$ cat src/rtl/bram_arbiter.sv
// rtl/bram_arbiter.sv - two-port arbiter sharing one ready/valid block-RAM port
module bram_arbiter #(
    parameter int DATA_WIDTH = 32,
    parameter int ADDR_WIDTH = 10,
    parameter int FIXED_PRIO = 0
) (
    input  logic                    i_clk,
    input  logic                    i_rst_n,
    input  logic                    i_p0_req_valid,
    input  logic                    i_p1_req_valid,
    output logic                    o_p0_req_ready,
    output logic                    o_p1_req_ready,
    input  logic [ADDR_WIDTH-1:0]   i_p0_addr,
    input  logic [ADDR_WIDTH-1:0]   i_p1_addr,
    input  logic                    i_p0_we,
    input  logic                    i_p1_we,
    input  logic [DATA_WIDTH-1:0]   i_p0_wdata,
    input  logic [DATA_WIDTH-1:0]   i_p1_wdata,
    input  logic [DATA_WIDTH/8-1:0] i_p0_be,
    input  logic [DATA_WIDTH/8-1:0] i_p1_be,
    output logic                    o_p0_rsp_valid,
    output logic                    o_p1_rsp_valid,
    input  logic                    i_p0_rsp_ready,
    input  logic                    i_p1_rsp_ready,
    output logic [DATA_WIDTH-1:0]   o_p0_rdata,
    output logic [DATA_WIDTH-1:0]   o_p1_rdata,
    output logic [ADDR_WIDTH-1:0]   o_mem_addr,
    output logic [DATA_WIDTH-1:0]   o_mem_data,
    output logic [DATA_WIDTH/8-1:0] o_mem_byte_write_enable,
    output logic                    o_mem_wr_valid,
    input  logic                    i_mem_wr_ready,
    output logic                    o_mem_rd_ready,
    input  logic                    i_mem_rd_valid,
    input  logic [DATA_WIDTH-1:0]   i_mem_data
);
    localparam int BE_WIDTH = DATA_WIDTH / 8;

    typedef enum logic [1:0] {IDLE, WRITE, READ, RESP} state_t;

    state_t                  state;
    logic [ADDR_WIDTH-1:0]   addr_q;
    logic [DATA_WIDTH-1:0]   wdata_q;
    logic [BE_WIDTH-1:0]     be_q;
    logic [DATA_WIDTH-1:0]   rdata0_q;
    logic [DATA_WIDTH-1:0]   rdata1_q;
    logic                    port_q;
    logic                    last_grant;
    logic                    wr_valid_q;
    logic                    rd_ready_q;
    logic                    rsp_valid0_q;
    logic                    rsp_valid1_q;
    logic                    grant1;
    logic                    accept;
    logic                    rsp_taken;

    // grant1 only ever rises when port 1 is actually requesting
    always_comb begin
        grant1 = i_p1_req_valid;
        if (i_p0_req_valid && i_p1_req_valid)
            grant1 = (FIXED_PRIO != 0) ? 1'b1 : ~last_grant;
    end

    assign accept         = i_rst_n && (state == IDLE) && (i_p0_req_valid || i_p1_req_valid);
    assign o_p0_req_ready = accept && !grant1;
    assign o_p1_req_ready = accept && grant1;
    assign rsp_taken      = port_q ? i_p1_rsp_ready : i_p0_rsp_ready;

    assign o_mem_addr              = addr_q;
    assign o_mem_data              = wdata_q;
    assign o_mem_byte_write_enable = be_q;
    assign o_mem_wr_valid          = wr_valid_q;
    assign o_mem_rd_ready          = rd_ready_q;
    assign o_p0_rsp_valid          = rsp_valid0_q;
    assign o_p1_rsp_valid          = rsp_valid1_q;
    assign o_p0_rdata              = rdata0_q;
    assign o_p1_rdata              = rdata1_q;

    always_ff @(posedge i_clk or negedge i_rst_n) begin
        if (!i_rst_n) begin
            state        <= IDLE;
            addr_q       <= '0;
            wdata_q      <= '0;
            be_q         <= '0;
            rdata0_q     <= '0;
            rdata1_q     <= '0;
            port_q       <= 1'b0;
            last_grant   <= 1'b1;
            wr_valid_q   <= 1'b0;
            rd_ready_q   <= 1'b0;
            rsp_valid0_q <= 1'b0;
            rsp_valid1_q <= 1'b0;
        end else begin
            case (state)
                IDLE: begin
                    if (accept) begin
                        port_q     <= grant1;
                        last_grant <= grant1;
                        addr_q     <= grant1 ? i_p1_addr  : i_p0_addr;
                        wdata_q    <= grant1 ? i_p1_wdata : i_p0_wdata;
                        if (grant1 ? i_p1_we : i_p0_we) begin
                            be_q       <= grant1 ? i_p1_be : i_p0_be;
                            wr_valid_q <= 1'b1;
                            state      <= WRITE;
                        end else begin
                            be_q       <= '0;
                            rd_ready_q <= 1'b1;
                            state      <= READ;
                        end
                    end
                end
                WRITE: begin
                    if (i_mem_wr_ready) begin
                        wr_valid_q <= 1'b0;
                        be_q       <= '0;
                        state      <= IDLE;
                    end
                end
                READ: begin
                    if (i_mem_rd_valid) begin
                        rd_ready_q <= 1'b0;
                        if (port_q) begin
                            rdata1_q     <= i_mem_data;
                            rsp_valid1_q <= 1'b1;
                        end else begin
                            rdata0_q     <= i_mem_data;
                            rsp_valid0_q <= 1'b1;
                        end
                        state <= RESP;
                    end
                end
                RESP: begin
                    // rdata registers are left untouched so the last value stays visible
                    if (rsp_taken) begin
                        rsp_valid0_q <= 1'b0;
                        rsp_valid1_q <= 1'b0;
                        state        <= IDLE;
                    end
                end
                default: state <= IDLE;
            endcase
        end
    end
endmodule

$ cat config.mk
export PLATFORM = sky130hd
export DESIGN_NAME = bram_arbiter
export DESIGN_NICKNAME = d
export VERILOG_FILES = /design/src/rtl/bram_arbiter.sv
export SDC_FILE = /design/constraint.sdc
export NUM_CORES = 1
export LEC_CHECK = 0
export ABC_AREA = 1
export BUFFER_PORTS_ARGS = -buffer_cell sky130_fd_sc_hd__buf_2
export CAP_MARGIN = 20
export CORE_ASPECT_RATIO = 0.7
export CORE_UTILIZATION = 46
export DETAILED_ROUTE_END_ITERATION = 8
export GPL_TIMING_DRIVEN = 0
export PLACE_DENSITY = 0.86
export SYNTH_ARGS = -nofsm -noshare
export SYNTH_HDL_FRONTEND = slang
export SYNTH_SLANG_ARGS = --single-unit
$ cat constraint.sdc
create_clock -name i_clk -period 1.5 [get_ports i_clk]
set_input_delay 0.225 -clock i_clk [delete_from_list [all_inputs] [get_ports i_clk]]
set_output_delay 0.225 -clock i_clk [all_outputs]
set_load 0.02 [all_outputs]
==> results.cfg, run 1 <==
[worst_setup_path]
reg2reg_to = o_p1_rdata[27]
cp.arrival_ps = 1480
critical_path.max_stage_delay_ps = 540
path_class = flip-flop to output pin
r2r_start = state[0]
path_cells = nand2_2, nand2_2, inv_4, nor2_4, buf_6, buf_6
worst-path-buf-inv = 3
worstPathRequired_ps = 1270
crit_path_start_kind = flip-flop
cp_top_family = flip-flops
r2r_cells = 10
crit_slowest_cell = dfstp_2
path_max_fanout = 2
cp-end-kind = output pin
reg2reg_setup_slack_ps = -110

[synth]
yosysSeqAreaShare = 0.600
syn_inst = 570
synthTopCellsByArea = dfrtp_1 59%, nand2_1 18%, o21ai_1 5.8%, nand3_1 4.8%, inv_1 3.7%
yosys.area_share.simple = 0.245
synth_compound_area_frac = 0.0783
yosysWarnings = 0
syn_area_sq_mm = 0.00492
synthAdderAreaFrac = 0
netlist.area_leader.share = 0.595
synth_top_family_by_area = simple AND/OR/NAND/NOR gates
avgSynthCellArea_sq_um = 8.64
synth_mux_area_frac = 0
synth-xor-area-share = 0
yosys.area.top_type = dfrtp_1
yosys.cell_types.count = 17
syn_nets = 704
ys_seq_elements = 118

[layout]
nFillCells = 743
drive_above_1_share = 0.455
final_nets = 1007
syn2layout_area_growth_pct = 58.5
finalInstanceArea_sq_mm = 0.00780
fin_cells = 1018

[sta]
finalClockSkew_ps = 9.94
min_period_ps = 1710
fmax_mhz = 586
finalHoldViolCount = 85
whs_ps = -176
tightest_slew_ps = 250
layout_setup_ws_ps = -206
slew_viol_final = 0
relSlewSlack = 0.833
setup_viol = 66
rsz0062_at_grt = true
min_period_over_period = 1.14

[clock_tree]
htreeDepth = 4
cts_tree = yes
insertion_delay_ps = 400
clockBufferDepth = 2
clock_sinks = 118
clkTransAtPathRegs_ps = 50
root_buffer = clkbuf_16
numCtsBuffers = 17
holdBufCountCts = 3

[run_status]
status = finished with violations
violations = DRC, hold timing, setup timing

[drt]
routed_wl_um = 15400
wl_per_cell_um = 15.1
drc = 12
via_count = 5005
final_antenna_net_count = 0
first_pass_iters = 8
vias_per_cell = 4.92
drt-initial-drc-count = 334

[placed_design]
dp.final_hpwl_um = 10100
pre_cts_slack_ps = -641
placedCellCount = 952
place_congestion = 0.792
place_area_sq_mm = 0.00637
numPortBuffers = 249

[pwr]
cellLeakagePower_nw = 4.40
irDropWorstVdd_uv = 1130
power_density_mw_per_mm2 = 2170

[floorplanning]
die-area_sq_mm = 0.0111
num_rows = 31
io_pins = 250
core-area_sq_mm = 0.0104
initial_core_util = 0.475
die_w_um = 126
die_y_um = 88.5

[global_routing]
grt_max_degree = 45
grt_first_pass_wirelength_um = 21900
antenna_found_initial = 2
grt_overflow = 0
grt_pass1_vias = 4486
track_usage = 0.256

[run]
timing.max_cap.violations = 0

[min_path]
holdCritPathClass = primary input to asynchronous set/reset pin
## worst max-delay path by stage
stage | startpoint | end | cells after the start
5_1_grt | state[0] | o_p1_req_ready | 7
3_5_place_dp | i_rst_n | o_p1_req_ready | 8
3_3_place_gp | i_rst_n | o_p0_req_ready | 5
6_report | last_grant | o_p0_req_ready | 6
4_1_cts | state[1] | o_p1_req_ready | 7
2_1_floorplan | last_grant | o_p0_req_ready | 5
## area by class of cell
class / count / area [sq um] / area share
inverter: 52 / 203 / 0.0260
clock inverter: 8 / 123 / 0.0157
clock buffer: 22 / 484 / 0.0621
buffer: 25 / 319 / 0.0409
multi-input combinational: 374 / 1800 / 0.231
timing repair buffer: 285 / 1750 / 0.224
tap: 132 / 165 / 0.0212
antenna: 2 / 5.00 / 0.000642
sequential: 118 / 2960 / 0.379
## power by group
group	internal, W	switching, W	total, W
Sequential	0.00464	0.000856	0.00550
Combinational	0.00283	0.00447	0.00730
Clock	0.00276	0.00137	0.00413
Total	0.0102	0.00670	0.0169
## synthesized netlist by cell type
| library cell | instances |
|---|---|
| buf_2 | 8 |
| nor2_2 | 3 |
| buf_6 | 8 |
| nand3_1 | 47 |
| nand2_2 | 1 |
| dfstp_2 | 1 |
| nor2_1 | 8 |
| o21ai_0 | 20 |
| o21ai_1 | 57 |
| nand2_1 | 236 |
| inv_1 | 48 |
| nor2_4 | 1 |
| inv_2 | 4 |
| buf_4 | 4 |
| nand3_4 | 1 |
| dfrtp_1 | 117 |
| clkbuf_1 | 6 |
## repair_timing
item,CTS,global route
endpoints found under the setup margin,67,108
gates cloned,2,8
hold endpoints to repair,32,85
gates resized for setup,31,109
pin swaps,5,7
buffers inserted,18,8
## cell families (layout without fill, tap and decap cells)
logic type,after synthesis,count (layout)
and+or+nand+nor,297,297
DFF,118,118
buffers and inverters,78,392
AOI/OAI and AO/OA,77,77
other,0,2
## sequential cells by signal, indices dropped and copies added, names as in the netlist
| name | count |
|---|---|
| o_p0_rdata | 32 |
| o_p1_rdata | 32 |
| o_p0_rsp_valid | 1 |
| o_mem_data | 32 |
| o_mem_byte_write_enable | 4 |
| last_grant | 1 |
| o_mem_rd_ready | 1 |
| state | 2 |
| o_mem_wr_valid | 1 |
| port_q | 1 |
| o_p1_rsp_valid | 1 |
| o_mem_addr | 10 |
## cell usage in the layout, fill, tap and decap left out, types with 3 or more instances in the layout
| cell type | Yosys | routed |
|---|---|---|
| clkinvlp_4 | 0 | 3 |
| inv_2 | 4 | 3 |
| nor2_1 | 8 | 7 |
| inv_4 | 0 | 3 |
| nand2_1 | 236 | 206 |
| o21ai_1 | 57 | 47 |
| buf_4 | 4 | 20 |
| o21ai_2 | 0 | 16 |
| nand2_4 | 0 | 8 |
| clkbuf_16 | 0 | 24 |
| nand2_2 | 1 | 23 |
| dfrtp_1 | 117 | 115 |
| bufinv_16 | 0 | 3 |
| buf_12 | 0 | 5 |
| o21ai_0 | 20 | 13 |
| nand3_1 | 47 | 46 |
| buf_6 | 8 | 19 |
| inv_1 | 48 | 46 |
| buf_8 | 0 | 7 |
| clkbuf_8 | 0 | 4 |
| buf_2 | 8 | 247 |
| nor2_4 | 1 | 4 |
## metal layers
layer / up-vias / track usage / share of wire
li1: 2405 / - / -
met1: 2388 / 0.341 / 0.45
met2: 195 / 0.428 / 0.49
met3: 17 / 0.0538 / 0.052
met4: 0 / 0.0787 / 0.015
met5: - / 0 / 0
## stage by stage
stage / utilization / total power (W) / TNS [ps] / hold slack [ps]
3_5_place_dp: 0.615 / 0.0116 / -21710 / 126
4_1_cts: 0.703 / 0.0161 / -452 / -173
6_report: 0.753 / 0.0169 / -5810 / -176
2_1_floorplan: - / 0.00925 / 0 / -70.6
5_1_grt: 0.753 / 0.0178 / -10360 / -177
3_3_place_gp: 0.612 / 0.0114 / -248970 / 430
Note: power is estimated with default switching activity, not from simulation.
==> run 2: changes to the inputs <==
==> config.mk (replaced) <==
export PLATFORM = sky130hd
export DESIGN_NAME = bram_arbiter
export DESIGN_NICKNAME = d
export VERILOG_FILES = /design/src/rtl/bram_arbiter.sv
export SDC_FILE = /design/constraint.sdc
export NUM_CORES = 1
export LEC_CHECK = 0
export ABC_AREA = 1
export CAP_MARGIN = 20
export CORE_ASPECT_RATIO = 0.7
export CORE_UTILIZATION = 60
export CTS_BUF_LIST = sky130_fd_sc_hd__clkbuf_4 sky130_fd_sc_hd__clkbuf_8
export DETAILED_ROUTE_END_ITERATION = 8
export DONT_BUFFER_PORTS = 1
export GPL_TIMING_DRIVEN = 0
export PLACE_DENSITY = 0.81
export SLEW_MARGIN = 20
export SYNTH_ARGS = -nofsm -noshare
export SYNTH_HDL_FRONTEND = slang
export SYNTH_SLANG_ARGS = --single-unit
==> run 2 against run 1 <==
  * The flow now stops in global routing (5_1_grt)
  * Area after synthesis stayed put
  * Synthesized cell count did not move
==> results.cfg, run 2 <==
[synth]
netlist.area_leader.share = 0.595
synthFlopType = dfrtp_1
ys_async_sr_fraction = 1.00
ys_seq_elements = 118
syn_inst = 570
synth_compound_area_frac = 0.0783
syn_nets = 704
synth_mux_area_frac = 0
synth_edf_count = 0
yosys.area.top_type = dfrtp_1
ys_top_cells_by_count = 236 x nand2_1, 117 x dfrtp_1, 57 x o21ai_1
avgSynthCellArea_sq_um = 8.64
synth-xor-area-share = 0
synthTopCellsByArea = dfrtp_1 59%, nand2_1 18%, o21ai_1 5.8%, nand3_1 4.8%, inv_1 3.7%
yosysWarnings = 0
synth_top_family_by_area = simple AND/OR/NAND/NOR gates
synthAdderAreaFrac = 0
yosysMostFrequentCell = nand2_1
yosys.cell_types.count = 17
syn_area_sq_mm = 0.00492
yosysSeqAreaShare = 0.600
yosys.area_share.simple = 0.245

[floorplanning]
die_y_um = 77.8
num_rows = 27
initial_core_util = 0.623
die_w_um = 110
io_pins = 250

[clock_tree]
root_buffer = clkbuf_8
clockBufferDepth = 2
htreeDepth = 4
numCtsBuffers = 17
clock_sinks = 118

[run_status]
error_line = [ERROR DPL-0038] Utilization greater than 100%, impossible to legalize
haltStage = global routing (5_1_grt)
status = did not finish

[global_routing]
grt_max_degree = 121

[sta]
worstEpCategory = output port
worst_endpoint = o_p1_req_ready

[placed_design]
place_congestion = 0.883
dp.final_hpwl_um = 8590
place_area_sq_mm = 0.00505
numPortBuffers = 0
[run 2: cell counts after synthesis]
No cell type changed its count.
[run 2: repair_timing]
item,4_1_cts
pin swaps,38
hold endpoints to repair,223
setup endpoints to repair,47
gates resized for setup,81
buffers inserted,13
cloned,6
hold buffers,116
[run 2: through the flow]
step           cells  hold WS, ps  setup WS (ps)  setup TNS [ps]
4_1_cts          837         -535           -209           -1480
2_1_floorplan    570        -70.6           29.4               0
3_5_place_dp     671        -68.3           -239           -6660
3_3_place_gp     671        -68.4           -204           -4420
[run 2: cell families after synthesis]
group / count (synthesis)
AND/OR/NAND/NOR: 297
flip-flops: 118
AO/OA/AOI/OAI: 77
buffers and inverters: 78
==> run 3: changes to the inputs <==
--- a/config.mk
+++ b/config.mk
@@ -7,13 +7,11 @@
 export LEC_CHECK = 0
 export ABC_AREA = 1
 export CAP_MARGIN = 20
-export CORE_ASPECT_RATIO = 0.7
-export CORE_UTILIZATION = 60
-export CTS_BUF_LIST = sky130_fd_sc_hd__clkbuf_4 sky130_fd_sc_hd__clkbuf_8
+export CORE_UTILIZATION = 40
 export DETAILED_ROUTE_END_ITERATION = 8
 export DONT_BUFFER_PORTS = 1
 export GPL_TIMING_DRIVEN = 0
-export PLACE_DENSITY = 0.81
+export PLACE_DENSITY_LB_ADDON = 0.15
 export SLEW_MARGIN = 20
 export SYNTH_ARGS = -nofsm -noshare
 export SYNTH_HDL_FRONTEND = slang
==> run 3 against run 2 <==
  * The flow now finishes, with violations (hold timing, setup timing)
==> results.cfg, run 3 (synthesis gave the netlist of run 1 again) <==
[worst_setup_path]
crit_slowest_cell = dfrtp_2
path_class = flip-flop to flip-flop
worstPathRequired_ps = 1790
cp-end-kind = flip-flop
critPathLaunch = state[0]
path_cells = buf_4, buf_6, nor2_4, inv_2, nor2_4, nand2_4, buf_12, clkbuf_16, nand2_1, o21ai_1
critical_path.max_stage_delay_ps = 420
path_common_cell = nor2_4
crit_path_start_kind = flip-flop
cp.arrival_ps = 1950
r2r_start = state[0]
path_max_fanout = 8
cp_top_family = buffers and inverters
worst-path-buf-inv = 5

[run_status]
status = finished with violations
violations = hold timing, setup timing

[global_routing]
track_usage = 0.238
antenna_found_initial = 0
grt_overflow = 0
grt_max_degree = 121
grt_pass1_vias = 4689
grt_first_pass_wirelength_um = 23300

[sta]
fmax_mhz = 605
tightest_slew_ps = 313
finalClockSkew_ps = 6.49
layout_setup_ws_ps = -154
setup_viol = 101
rsz0062_at_grt = true
slew_viol_final = 0
finalHoldViolCount = 118
min_period_ps = 1650
whs_ps = -489
relSlewSlack = 0.792
min_period_over_period = 1.10

[layout]
final_common_cell = nand2_1
diodes = 0
final_nets = 870
multi_input_area_sq_mm = 0.00192
nFillCells = 895
fin_cells = 895
finalInstanceArea_sq_mm = 0.00793
final_cell_mix = 195 x nand2_1, 116 x dlygate4sd3_1, 115 x dfrtp_1
seqCellArea_sq_mm = 0.00296
syn2layout_area_growth_pct = 61.2
final_util = 0.660
drive_above_1_share = 0.235

[clock_tree]
numCtsBuffers = 17
clkTransAtPathRegs_ps = 50
cts_tree = yes
clock_sinks = 118
clockBufferDepth = 2
holdBufCountCts = 116
insertion_delay_ps = 410
root_buffer = clkbuf_16
htreeDepth = 4

[floorplanning]
initial_core_util = 0.410
die_y_um = 113
die_w_um = 113
num_rows = 40
core-area_sq_mm = 0.0120
die-area_sq_mm = 0.0128
io_pins = 250

[placed_design]
numPortBuffers = 0
placedCellCount = 717
place_area_sq_mm = 0.00511
place_congestion = 0.775
dp.final_hpwl_um = 8770
pre_cts_slack_ps = -284

[pwr]
irDropWorstVdd_uv = 999
cellLeakagePower_nw = 4.00
power_density_mw_per_mm2 = 2040

[drt]
via_count = 4701
first_pass_iters = 5
drc = 0
routed_wl_um = 16400
final_antenna_net_count = 0
vias_per_cell = 5.25
drt-initial-drc-count = 397
wl_per_cell_um = 18.3

[run]
timing.max_cap.violations = 0

[min_path]
holdCritPathClass = primary input to asynchronous set/reset pin
## run 3: area by class of cell
| class | count | share of cell area |
|---|---|---|
| plain buffers | 26 | 0.0435 |
| clock buffers | 22 | 0.0598 |
| clock inverters | 9 | 0.0218 |
| inverters | 52 | 0.0252 |
| multi-input cells | 374 | 0.242 |
| flip-flops and latches | 118 | 0.373 |
| well taps | 147 | 0.0232 |
| repair buffers | 147 | 0.212 |
## run 3: worst register-to-register path, delay by kind of cell, from the launching register on
family | cells | cell delay [ps]
flip-flops | 1 | 420
AND/OR/NAND/NOR | 4 | 410
buffers and inverters | 5 | 640
AO/OA/AOI/OAI | 1 | 70
## run 3: per-stage QoR
stage / TNS, ps / hold slack, ps / total power, W
floorplan: 0 / -70.6 / 0.00925
global placement: -5390 / -68.3 / 0.0100
detailed placement: -7490 / -68.3 / 0.0101
CTS: -458 / -511 / 0.0152
global route: -15000 / -518 / 0.0170
finish: -9210 / -489 / 0.0162
## run 3: what timing repair did
| action | 4_1_cts | 5_1_grt |
|---|---|---|
| setup buffers | 10 | 6 |
| endpoints found under the setup margin | 51 | 109 |
| gates cloned | 3 | 12 |
| pin swaps | 5 | 6 |
| endpoints found under the hold margin | 224 | 118 |
| resized for setup | 33 | 142 |
## run 3: metal layers
layer / wire [um] / share of wire / vias up / global-route usage
met2: 8460 / 0.52 / 273 / 0.409
met5: 0 / 0 / - / 0
met3: 1450 / 0.089 / 51 / 0.0884
met1: 5980 / 0.36 / 2247 / 0.265
li1: - / - / 2130 / -
met4: 517 / 0.032 / 0 / 0.108
## run 3: worst paths after layout
kind	endpoint	slack, ps	cells after the start
min	o_p1_rdata[10]	-490	0
max reg2reg	o_p1_rdata[18]	-150	10
min in group i_clk	o_mem_byte_write_enable[1]	130	4
max in group asynchronous	last_grant	1720	0
max	o_p1_rdata[18]	-150	10
min reg2reg	last_grant	510	2
## run 3: where the power goes
part | total [W] | internal (W) | switching (W)
clock network | 0.00446 | 0.00306 | 0.00139
registers | 0.00758 | 0.00463 | 0.00295
logic | 0.00418 | 0.00206 | 0.00212
